**config.mk**
```make
export PLATFORM = sky130hd
export DESIGN_NAME = csr_timer_intc
export DESIGN_NICKNAME = d
export VERILOG_FILES = /design/src/rtl/csr_timer_intc.sv
export SDC_FILE = /design/constraint.sdc
export NUM_CORES = 1
export LEC_CHECK = 0
export ABC_AREA = 1
export CAP_MARGIN = 20
export CORE_AREA = 2 2 204 206
export CTS_CLUSTER_SIZE = 40
export DETAILED_ROUTE_END_ITERATION = 8
export DIE_AREA = 0 0 206 208
export PLACE_DENSITY = 0.79
export SLEW_MARGIN = 10
export SYNTH_ARGS = -nofsm -noshare
export SYNTH_HDL_FRONTEND = slang
export SYNTH_SLANG_ARGS = --single-unit
```
**constraint.sdc**
```tcl
create_clock -name clk -period 6.46 [get_ports clk]
set_input_delay 0.646 -clock clk [delete_from_list [all_inputs] [get_ports clk]]
set_output_delay 0.646 -clock clk [all_outputs]
set_load 0.05 [all_outputs]
```
**src/rtl/csr_timer_intc.sv**
```systemverilog
// CSR-mapped countdown timers with prescalers, a 64-bit stable counter with offset,
// and a registered priority encoder that feeds has_int/int_ecode to commit.
module csr_timer_intc #(
    parameter int          NUM_TIMERS = 2,
    parameter int          CNT_W      = 32,
    parameter int          PRESC_W    = 8,
    parameter int          HWI_NUM    = 8,
    parameter logic [13:0] CSR_BASE   = 14'h040
) (
    input  logic                               clk,
    input  logic                               rstn,
    input  logic                               csr_we,
    input  logic [13:0]                        csr_waddr,
    input  logic [31:0]                        csr_wmask,
    input  logic [31:0]                        csr_wdata,
    input  logic [13:0]                        csr_raddr,
    output logic [31:0]                        csr_rdata,
    output logic                               csr_hit,
    input  logic [HWI_NUM-1:0]                 hw_int,
    input  logic [1:0]                         sw_int,
    input  logic                               ie,
    output logic [2+HWI_NUM+NUM_TIMERS-1:0]    int_pending,
    output logic                               has_int,
    output logic [7:0]                         int_ecode,
    output logic [63:0]                        counter,
    output logic [63:0]                        counter_out
);
    localparam int          P         = 2 + HWI_NUM + NUM_TIMERS;
    localparam int          WIN       = 4 * NUM_TIMERS + 4;
    localparam logic [13:0] CNTC_ADDR = CSR_BASE + 14'(4 * NUM_TIMERS);
    localparam logic [13:0] LIE_ADDR  = CNTC_ADDR + 14'd1;

    logic [CNT_W-1:0]   tcfg_q      [NUM_TIMERS];
    logic [CNT_W-1:0]   tcfg_d      [NUM_TIMERS];
    logic [CNT_W-1:0]   tval_q      [NUM_TIMERS];
    logic [CNT_W-1:0]   tval_d      [NUM_TIMERS];
    logic [PRESC_W-1:0] tpresc_q    [NUM_TIMERS];
    logic [PRESC_W-1:0] tpresc_d    [NUM_TIMERS];
    logic [PRESC_W-1:0] presc_cnt_q [NUM_TIMERS];
    logic [PRESC_W-1:0] presc_cnt_d [NUM_TIMERS];
    logic [NUM_TIMERS-1:0] running_q, running_d;
    logic [NUM_TIMERS-1:0] ti_q, ti_d;
    logic [NUM_TIMERS-1:0] tick;
    logic [31:0]        cntc_q, cntc_d;
    logic [P-1:0]       lie_q, lie_d;
    logic [HWI_NUM-1:0] hw_meta_q, hw_sync_q;
    logic               has_int_q, has_int_d;
    logic [7:0]         int_ecode_q, int_ecode_d;
    logic [63:0]        counter_q;
    logic [P-1:0]       masked;
    logic [13:0]        roff;

    for (genvar gi = 0; gi < NUM_TIMERS; gi++) begin : g_tick
        assign tick[gi] = (presc_cnt_q[gi] == tpresc_q[gi]);
    end

    assign int_pending = {ti_q, hw_sync_q, sw_int};
    assign masked      = int_pending & lie_q;

    always_comb begin
        logic [CNT_W-1:0] tcfg_m;
        logic             expire;
        tcfg_d      = tcfg_q;
        tval_d      = tval_q;
        tpresc_d    = tpresc_q;
        presc_cnt_d = presc_cnt_q;
        running_d   = running_q;
        ti_d        = ti_q;
        cntc_d      = cntc_q;
        lie_d       = lie_q;
        tcfg_m      = '0;
        expire      = 1'b0;
        for (int i = 0; i < NUM_TIMERS; i++) begin
            expire         = 1'b0;
            presc_cnt_d[i] = tick[i] ? '0 : presc_cnt_q[i] + 1'b1;
            if (running_q[i] && tick[i]) begin
                if (tval_q[i] != '0) begin
                    tval_d[i] = tval_q[i] - 1'b1;
                end else begin
                    expire = 1'b1;
                    if (tcfg_q[i][1]) begin
                        tval_d[i] = {tcfg_q[i][CNT_W-1:2], 2'b00};
                    end else begin
                        tval_d[i]    = '1;
                        running_d[i] = 1'b0;
                    end
                end
            end
            tcfg_m = (tcfg_q[i] & ~csr_wmask[CNT_W-1:0]) | (csr_wdata[CNT_W-1:0] & csr_wmask[CNT_W-1:0]);
            // A config write restarts the timer and swallows any expiry in the same cycle.
            if (csr_we && csr_waddr == CSR_BASE + 14'(4 * i)) begin
                tcfg_d[i]      = tcfg_m;
                tval_d[i]      = {tcfg_m[CNT_W-1:2], 2'b00};
                presc_cnt_d[i] = '0;
                running_d[i]   = tcfg_m[0];
                expire         = 1'b0;
            end
            if (csr_we && csr_waddr == CSR_BASE + 14'(4 * i + 3)) begin
                tpresc_d[i] = (tpresc_q[i] & ~csr_wmask[PRESC_W-1:0]) | (csr_wdata[PRESC_W-1:0] & csr_wmask[PRESC_W-1:0]);
            end
            if (csr_we && csr_waddr == CSR_BASE + 14'(4 * i + 2) && csr_wdata[0] && csr_wmask[0]) begin
                ti_d[i] = 1'b0;
            end
            if (expire) begin
                ti_d[i] = 1'b1;
            end
        end
        if (csr_we && csr_waddr == CNTC_ADDR) begin
            cntc_d = (cntc_q & ~csr_wmask) | (csr_wdata & csr_wmask);
        end
        if (csr_we && csr_waddr == LIE_ADDR) begin
            lie_d = (lie_q & ~csr_wmask[P-1:0]) | (csr_wdata[P-1:0] & csr_wmask[P-1:0]);
        end
    end

    always_comb begin
        has_int_d   = ie & (|masked);
        int_ecode_d = 8'd0;
        for (int k = 0; k < P; k++) begin
            if (masked[k]) begin
                int_ecode_d = 8'(64 + k);
            end
        end
    end

    assign roff    = csr_raddr - CSR_BASE;
    assign csr_hit = (roff < 14'(WIN));

    always_comb begin
        csr_rdata = '0;
        for (int i = 0; i < NUM_TIMERS; i++) begin
            if (csr_raddr == CSR_BASE + 14'(4 * i)) begin
                csr_rdata[CNT_W-1:0] = tcfg_q[i];
            end
            if (csr_raddr == CSR_BASE + 14'(4 * i + 1)) begin
                csr_rdata[CNT_W-1:0] = tval_q[i];
            end
            if (csr_raddr == CSR_BASE + 14'(4 * i + 3)) begin
                csr_rdata[PRESC_W-1:0] = tpresc_q[i];
            end
        end
        if (csr_raddr == CNTC_ADDR) begin
            csr_rdata = cntc_q;
        end
        if (csr_raddr == LIE_ADDR) begin
            csr_rdata[P-1:0] = lie_q;
        end
    end

    always_ff @(posedge clk) begin
        if (!rstn) begin
            for (int i = 0; i < NUM_TIMERS; i++) begin
                tcfg_q[i]      <= '0;
                tval_q[i]      <= '1;
                tpresc_q[i]    <= '0;
                presc_cnt_q[i] <= '0;
            end
            running_q   <= '0;
            ti_q        <= '0;
            cntc_q      <= '0;
            lie_q       <= '0;
            hw_meta_q   <= '0;
            hw_sync_q   <= '0;
            has_int_q   <= 1'b0;
            int_ecode_q <= 8'd0;
            counter_q   <= '0;
        end else begin
            tcfg_q      <= tcfg_d;
            tval_q      <= tval_d;
            tpresc_q    <= tpresc_d;
            presc_cnt_q <= presc_cnt_d;
            running_q   <= running_d;
            ti_q        <= ti_d;
            cntc_q      <= cntc_d;
            lie_q       <= lie_d;
            hw_meta_q   <= hw_int;
            hw_sync_q   <= hw_meta_q;
            has_int_q   <= has_int_d;
            int_ecode_q <= int_ecode_d;
            counter_q   <= counter_q + 64'd1;
        end
    end

    assign has_int     = has_int_q;
    assign int_ecode   = int_ecode_q;
    assign counter     = counter_q;
    assign counter_out = counter_q + {{32{cntc_q[31]}}, cntc_q};
endmodule

```
* After elaboration in Yosys (flattened, before gate mapping)
Index checks and enable logic that the tools add are counted.
** Word-level totals
- Output and inout port bits :: 182
- Word-level logic and storage cells :: 145
- Register bits :: 297
- Input port bits :: 106
** Cells by class
- Equal/unequal tests :: 22
- Bitwise logic cells :: 21
- Order comparisons :: 1
- Reductions and logical operators :: 27
- Multiplexer cells :: 46
- Add/sub/neg operators :: 7
** Operator list (number)
- 32-bit 2-to-1 mux :: 13
- 14-bit by 7-bit equality test with 1-bit output, second input constant :: 16
- 32-bit bitwise AND :: 4
- 32-bit bitwise OR :: 3
- 7-bit 2-to-1 mux :: 12
- 64-bit by 1-bit adder with 64-bit output, second input constant :: 1
- 64-bit adder :: 1
- 32-bit nonzero test :: 2
- 32-bit by 1-bit subtractor with 32-bit output, second input constant :: 2
- 12-bit bitwise AND :: 3
- 32-bit inverter :: 1
- 8-bit bitwise AND :: 3
- 12-bit OR reduction :: 2
- 1-bit 2-to-1 mux :: 18
- 8-bit by 1-bit adder with 8-bit output, second input constant :: 2
- 8-bit equality test :: 2
- 8-bit 2-to-1 mux :: 2
- 8-bit bitwise OR :: 2
- 1-bit logical AND :: 14
- 14-bit by 4-bit less-than comparator with 1-bit output, second input constant :: 1
- 14-bit by 7-bit subtractor with 14-bit output, second input constant :: 1
- 12-bit 2-to-1 mux :: 1
- 12-bit inverter :: 1
- 12-bit bitwise OR :: 1
- other kinds (8) :: 16

* Longest topological paths before layout
Gate-level depths: netlist of the first run.
- Depth after elaboration :: 13
- Mapped depth :: 16
- Depth with buffers taken out :: 16

* Worst setup path after synthesis of the first run
Ideal clock, no wire load.
- Path kind :: reg2out
- Start point :: register (tool-made name)
- End point :: output port counter_out[45]
- Cell stages (with the launch flop) :: 9
- Buffers on the path :: 0
- Slack :: 2946 ps
- Required time :: 5814 ps
- Data arrival time :: 2868 ps
- Cell sequence :: dfxtp_1 > ha_1 > inv_1 > o21ai_0 > a31oi_1 > o21ai_0 > o21bai_1 > a21oi_1 > xor2_1
** RTL lines
- to (decl) :: line 26 : output logic [63:0] counter_out

==> results of run 1 <==
[metrics by stage]
step	cells	worst slack, ns	power (W)	hold slack (ns)	util
2_1_floorplan	3568	2.95	0.00196	0.390	-
3_3_place_gp	4301	1.96	0.00208	0.392	0.621
3_5_place_dp	4301	1.87	0.00208	0.396	0.621
4_1_cts	4363	1.44	0.00408	0.406	0.650
5_1_grt	4367	1.17	0.00417	0.427	0.650
6_report	4368	1.42	0.00408	0.410	0.650
[final timing paths]
check,from,endpoint,slack (ns),cells after the start
setup reg to reg,presc_cnt_q[8],tval_q[45],3.45,8
hold reg to reg,hw_meta_q[2],hw_sync_q[2],0.41,2
hold / removal,hw_meta_q[2],hw_sync_q[2],0.41,2
setup / recovery,register,counter_out[62],1.42,10
[per-layer routing]
layer  vias up  part of all wire
li1      12243                 -
met1     11442              0.38
met3       339              0.10
met5         -           0.00014
met4         2             0.070
met2      1494              0.45
[cell usage after synthesis, drive strengths merged, types with 26 or more instances]
library cell | number | area [um^2]
buf | 47 | 304
o22ai | 36 | 225
dfxtp | 294 | 5890
o211ai | 45 | 383
o31ai | 26 | 195
nand2 | 810 | 3090
a21oi | 239 | 1200
inv | 543 | 2040
xor2 | 71 | 622
nor2 | 492 | 2030
clkbuf | 45 | 170
o21bai | 52 | 390
ha | 70 | 876
nand4 | 71 | 484
nor3 | 81 | 458
o21ai | 274 | 1400
nand3 | 221 | 1140
[worst max-delay path: cells and delay by family (launching register included)]
family / cells / cell delay, ns
AND/OR/NAND/NOR: 3 / 0.30
flip-flops: 1 / 0.96
buffers and inverters: 2 / 1.17
AO/OA/AOI/OAI: 4 / 1.06
adder cells (fa/ha/maj): 1 / 0.33
[kinds of logic after synthesis]
group | count (synthesis) | share of synthesized area
buf+inv | 638 | 0.114
flops | 294 | 0.266
compound gates | 748 | 0.200
xor+xnor | 87 | 0.0345
other cells | 1 | 0.000170
simple gates | 1727 | 0.344
fa+ha+maj | 71 | 0.0406
[layout make-up]
class	instances	area [um^2]	share of cell area
clock buffer	48	975	0.0370
timing repair buffer	294	2930	0.111
multi-input combinational	2636	13700	0.519
sequential	294	5890	0.223
tap	532	666	0.0252
inverter	546	2050	0.0779
antenna	4	10.0	0.000380
clock inverter	14	171	0.00650
[placed cells by master (no fill, tap or decap), types with 70 or more instances in the layout]
cell	synthesis	final
nand3_1	215	215
clkdlybuf4s50_1	0	283
ha_1	70	70
nor2_1	456	456
o21ai_0	215	215
nand2_1	794	793
dfxtp_1	294	294
xor2_1	71	71
nor3_1	73	73
a21oi_1	239	239
inv_1	520	519
[power groups by stage]
stage	combinational (W)	sequential [W]	clock, W
floorplan	0.0000848	0.00188	0
global placement	0.000217	0.00186	0
detailed placement	0.000218	0.00186	0
CTS	0.000219	0.00182	0.00204
global route	0.000236	0.00182	0.00211
finish	0.000224	0.00182	0.00204
==> summary.txt, run 1 <==
Run status
  – Status: finished, final reports clean

Power
  – Peak VDD IR: between 0.2 and 0.25 mV
  – Sw power: 0.000994 W
  – Pwr/cell area: approximately 150 nW/um^2
  – Clk pwr share: 0.499
  – Pint: 0.00309 W
  – Register share of total power: 0.447
  – Gate power share: 0.055
  – Leakage: about 11 nW
  – Switching Fraction: 0.244

Timing
  – Worst-margin pin slew: 1.18 ns
  – Fmax: 0.198 GHz
  – Final Setup Violations: 0
  – Pins Over Slew Limit: 0
  – Crit share post-route: 0.780
  – Unrepaired setup endpoints after global routing: false
  – Final hold violation count: 0
  – Fin Setup TNS: 0 ns
  – Clk_skew: ~0.019 ns
  – Slew HR: 0.215
  – Post-layout min period: around 5.0 ns

Global route
  – First-pass GRT wire length: between 100000 and 150000 um
  – Met1 Use GR: 0.498
  – Gr usage total: 0.408
  – Vias in the first global route: 23656
  – Grt total ovfl: 0
  – Largest net degree at the start of global routing: 94
  – Initial antenna violation count: 5
  – Met3 Track Usage GR: 0.0648
  – GRT busiest layer: met2
  – GRT met2 Usage: 0.665

Yosys
  – Post-synth EDFFs: 0
  – Seq cells post-synth: slightly below 300
  – Ys Warns: 0
  – Synth Instances: 3566
  – Mapped cell area: approximately 22000 um^2
  – Top_reg_cell synth: dfxtp_1
  – Post-synthesis sequential area ratio: 0.266
  – Syn Area/Cell: about 6.2 um^2
  – Netlist cell types: 62
  – Async SR Flop Fraction: 0

Worst setup path
  – Worst Setup Path Type: reg2out
  – CP arrival: around 4.4 ns
  – CP Launch Type: register
  – Crit-path cells: buf_4 > ha_1 > nand2_1 > o21a_1 > a21boi_0 > o21bai_1 > a21oi_1 > nand3_1 > nand2_1 > clkdlybuf4s50_1
  – Critical Path Sink Type: output port
  – Largest fanout on the critical path: 21
  – CP dominant cell by count: nand2_1
  – Slowest cell on the critical path: dfxtp_1
  – CP required: 5.81 ns
  – CP max stage delay: 0.96 ns

Finish
  – Layout area overhead: 19.4%
  – Final #Nets: roughly 4000
  – Layout fillers: 3884
  – Design area: 26400 um^2
  – Share of cells above drive strength 1: 0.0504

Route
  – Routed WL per cell: around 21 um
  – DRT antenna net count: 0
  – DR iter-0 viols: between 2000 and 3000
  – # DRC: 0
  – Detailed-route via count: 25520
  – Wirelength, routed: ~90000 um
  – Vias/cell: around 5.8
  – DR pass1 iterations: 9

Clocking
  – Htree depth: 2
  – Root Driver: clkbuf_16
  – Clk buf depth: 3
  – Setup Buffers After CTS: 0
  – Total CTS buffers: 35
  – CTS clock-pin slew for the worst setup and hold paths: ~0.060 ns
  – CTS-repair resized insts: 0
  – Clk_lat worst skew: 0.56 ns
  – CTS tree: done
  – Hold Buf Count CTS: 0
  – Sink count of the clock tree: 294

Floorplan
  – Die Height: approximately 210 um
  – Die ar.: roughly 43000 um^2
  – # IOs: about 290
  – Core area: slightly above 40000 um^2
  – Std cell rows: 74
  – Initial core utilization: 0.545
  – Die Width: a little over 200 um

Place
  – Dpl hpwl: about 70000 um
  – I/O Buffers: ~280
  – Cell Area, Placed: 25200 um^2
  – Final GP Congestion: 1.07

Min path
  – HP Class: reg2reg

Run
  – Max cap viols: 0
(Power assumes the default switching activity.)
==> inputs of run 2 (changes only) <==
--- a/config.mk
+++ b/config.mk
@@ -7,11 +7,11 @@
 export LEC_CHECK = 0
 export ABC_AREA = 1
 export CAP_MARGIN = 20
-export CORE_AREA = 2 2 204 206
+export CORE_AREA = 2 2 210 212
 export CTS_CLUSTER_SIZE = 40
 export DETAILED_ROUTE_END_ITERATION = 8
-export DIE_AREA = 0 0 206 208
-export PLACE_DENSITY = 0.79
+export DIE_AREA = 0 0 212 214
+export PLACE_DENSITY = 0.78
 export SLEW_MARGIN = 10
 export SYNTH_ARGS = -nofsm -noshare
 export SYNTH_HDL_FRONTEND = slang
==> constraint.sdc (replaced) <==
create_clock -name clk -period 4.57 [get_ports clk]
set_input_delay 0.457 -clock clk [delete_from_list [all_inputs] [get_ports clk]]
set_output_delay 0.457 -clock clk [all_outputs]
set_load 0.05 [all_outputs]
==> summary.txt, run 2 (synthesis gave the netlist of run 1 again) <==
Run status
  – Status: finished, final reports clean

Worst setup path
  – CP arrival: 3.99 ns
  – R2R cell count: 8
  – Critical Path Sink Type: output port
  – CP Launch Type: register
  – Reg-to-reg endpoint: tval_q[1]
  – Largest fanout on the critical path: 5
  – Worst r2r src: tval_q[24]
  – Worst R2R Setup Slack: between 1.5 and 2 ns
  – Worst Setup Path Type: reg2out
  – CP required: 4.11 ns

Place
  – Dpl hpwl: roughly 70000 um
  – Final GP Congestion: around 1.0
  – Cell Area, Placed: approximately 25000 um^2
  – I/O Buffers: roughly 280

Floorplan
  – Std cell rows: 76
  – Die Height: around 210 um
  – Die ar.: 45400 um^2
  – # IOs: 288
  – Initial core utilization: 0.515
  – Die Width: between 200 and 250 um
  – Core area: ~43000 um^2

Timing
  – Unrepaired setup endpoints after global routing: false
  – Final hold violation count: 0
  – Pins Over Slew Limit: 0
  – Worst-margin pin slew: a little under 1 ns
  – Final Setup Violations: 0
  – Crit share post-route: 0.973
  – Fin Setup TNS: 0 ns
  – Slew HR: 0.358
  – Post-layout min period: between 4 and 5 ns
  – Clk_skew: about 0.021 ns
  – Fmax: 0.225 GHz

Clocking
  – Clk buf depth: 3
  – Root Driver: clkbuf_16
  – Sink count of the clock tree: slightly below 300
  – CTS-repair resized insts: 0
  – CTS clock-pin slew for the worst setup and hold paths: ~0.060 ns
  – Htree depth: 2
  – Hold Buf Count CTS: 0
  – Clk_lat worst skew: about 0.57 ns
  – CTS tree: done
  – Total CTS buffers: 35
  – Setup Buffers After CTS: 0

Finish
  – Layout area overhead: 20.4%
  – Design area: 26600 um^2
  – Share of cells above drive strength 1: 0.0607
  – Most common cell after layout, fill and taps aside: nand2_1
  – Final #Nets: around 4000
  – Commonest cells after routing, fill and taps aside: nand2_1, inv_1, nor2_1, dfxtp_1, clkdlybuf4s50_1

Route
  – Detailed-route via count: about 26000
  – # DRC: 0
  – DR iter-0 viols: approximately 2800
  – Routed WL per cell: 20.4 um
  – DRT antenna net count: 0
  – DR pass1 iterations: 9
  – Wirelength, routed: around 90000 um
  – Vias/cell: ~5.8

Global route
  – First-pass GRT wire length: around 140000 um
  – Grt total ovfl: 0
  – Initial antenna violation count: 0
  – Gr usage total: 0.390
  – Vias in the first global route: 24026
  – Largest net degree at the start of global routing: 63

Min path
  – HP Class: reg2reg
  – Hold Path Stages: 2
  – Min-delay src: hw_meta_q[5]
  – Hold Path End: hw_sync_q[5]

Power
  – Leakage: 11.0 nW
  – Peak VDD IR: approximately 0.28 mV
  – Pwr/cell area: about 220 nW/um^2

Run
  – Max cap viols: 0
[run 2: per-layer routing]
layer / global-route usage / share of wire / wire, um / vias to the layer above
met5: 0 / 0 / 0 / -
met4: 0.256 / 0.072 / 6490 / 0
met2: 0.630 / 0.45 / 40600 / 1567
met3: 0.0710 / 0.10 / 9080 / 369
li1: - / - / - / 12294
met1: 0.473 / 0.38 / 34300 / 11584
[run 2: cell type report]
type | count | area (um^2)
antenna | 1 | 2.50
clock buffer | 50 | 1020
clock inverter | 12 | 169
fill | 4185 | 16300
inverter | 546 | 2050
multi-input combinational | 2636 | 13700
sequential | 294 | 5890
tap | 585 | 732
timing repair buffer | 316 | 3040
[run 2: worst max path at each step]
| stage | slack [ns] | endpoint | startpoint | cells past startpoint |
|---|---|---|---|---|
| finish | 0.12 | counter_out[34] | counter[12] | 11 |
| CTS | 0.1 | counter_out[50] | counter[0] | 11 |
| global route | 0.003 | counter_out[34] | counter[12] | 11 |
| floorplan | 1.25 | counter_out[45] | register | 8 |
| detailed placement | 0.62 | csr_rdata[31] | csr_raddr[8] | 9 |
| global placement | 0.58 | csr_rdata[31] | csr_raddr[8] | 9 |
[run 2: report_power, final]
part	leakage, nW	internal, W	switching, W
Combinational	8.07	0.000120	0.000211
Clock	0.593	0.00174	0.00120
Sequential	2.37	0.00257	0.00000632
[run 2: worst max-delay path: stages (launching register included)]
cell and delay (ns):
dfxtp_1 0.43, ha_1 0.48, nand2_1 0.19, o21ai_0 0.49, a21oi_1 0.21, o21ai_0 0.33
a21o_1 0.21, nand2_1 0.09, nand2_1 0.07, nand2_1 0.05, nand2_1 0.07, clkdlybuf4s50_1 0.80
[run 2: stage by stage]
stage | setup WS (ns) | hold WS (ns) | std cells | util | total power, W
after global routing | 0.00304 | 0.423 | 4439 | 0.620 | 0.00599
after CTS | 0.0956 | 0.398 | 4439 | 0.620 | 0.00586
after floorplan | 1.25 | 0.390 | 3568 | - | 0.00277
after detailed placement | 0.619 | 0.398 | 4377 | 0.592 | 0.00296
final | 0.122 | 0.412 | 4440 | 0.620 | 0.00585
after global placement | 0.580 | 0.392 | 4377 | 0.592 | 0.00295
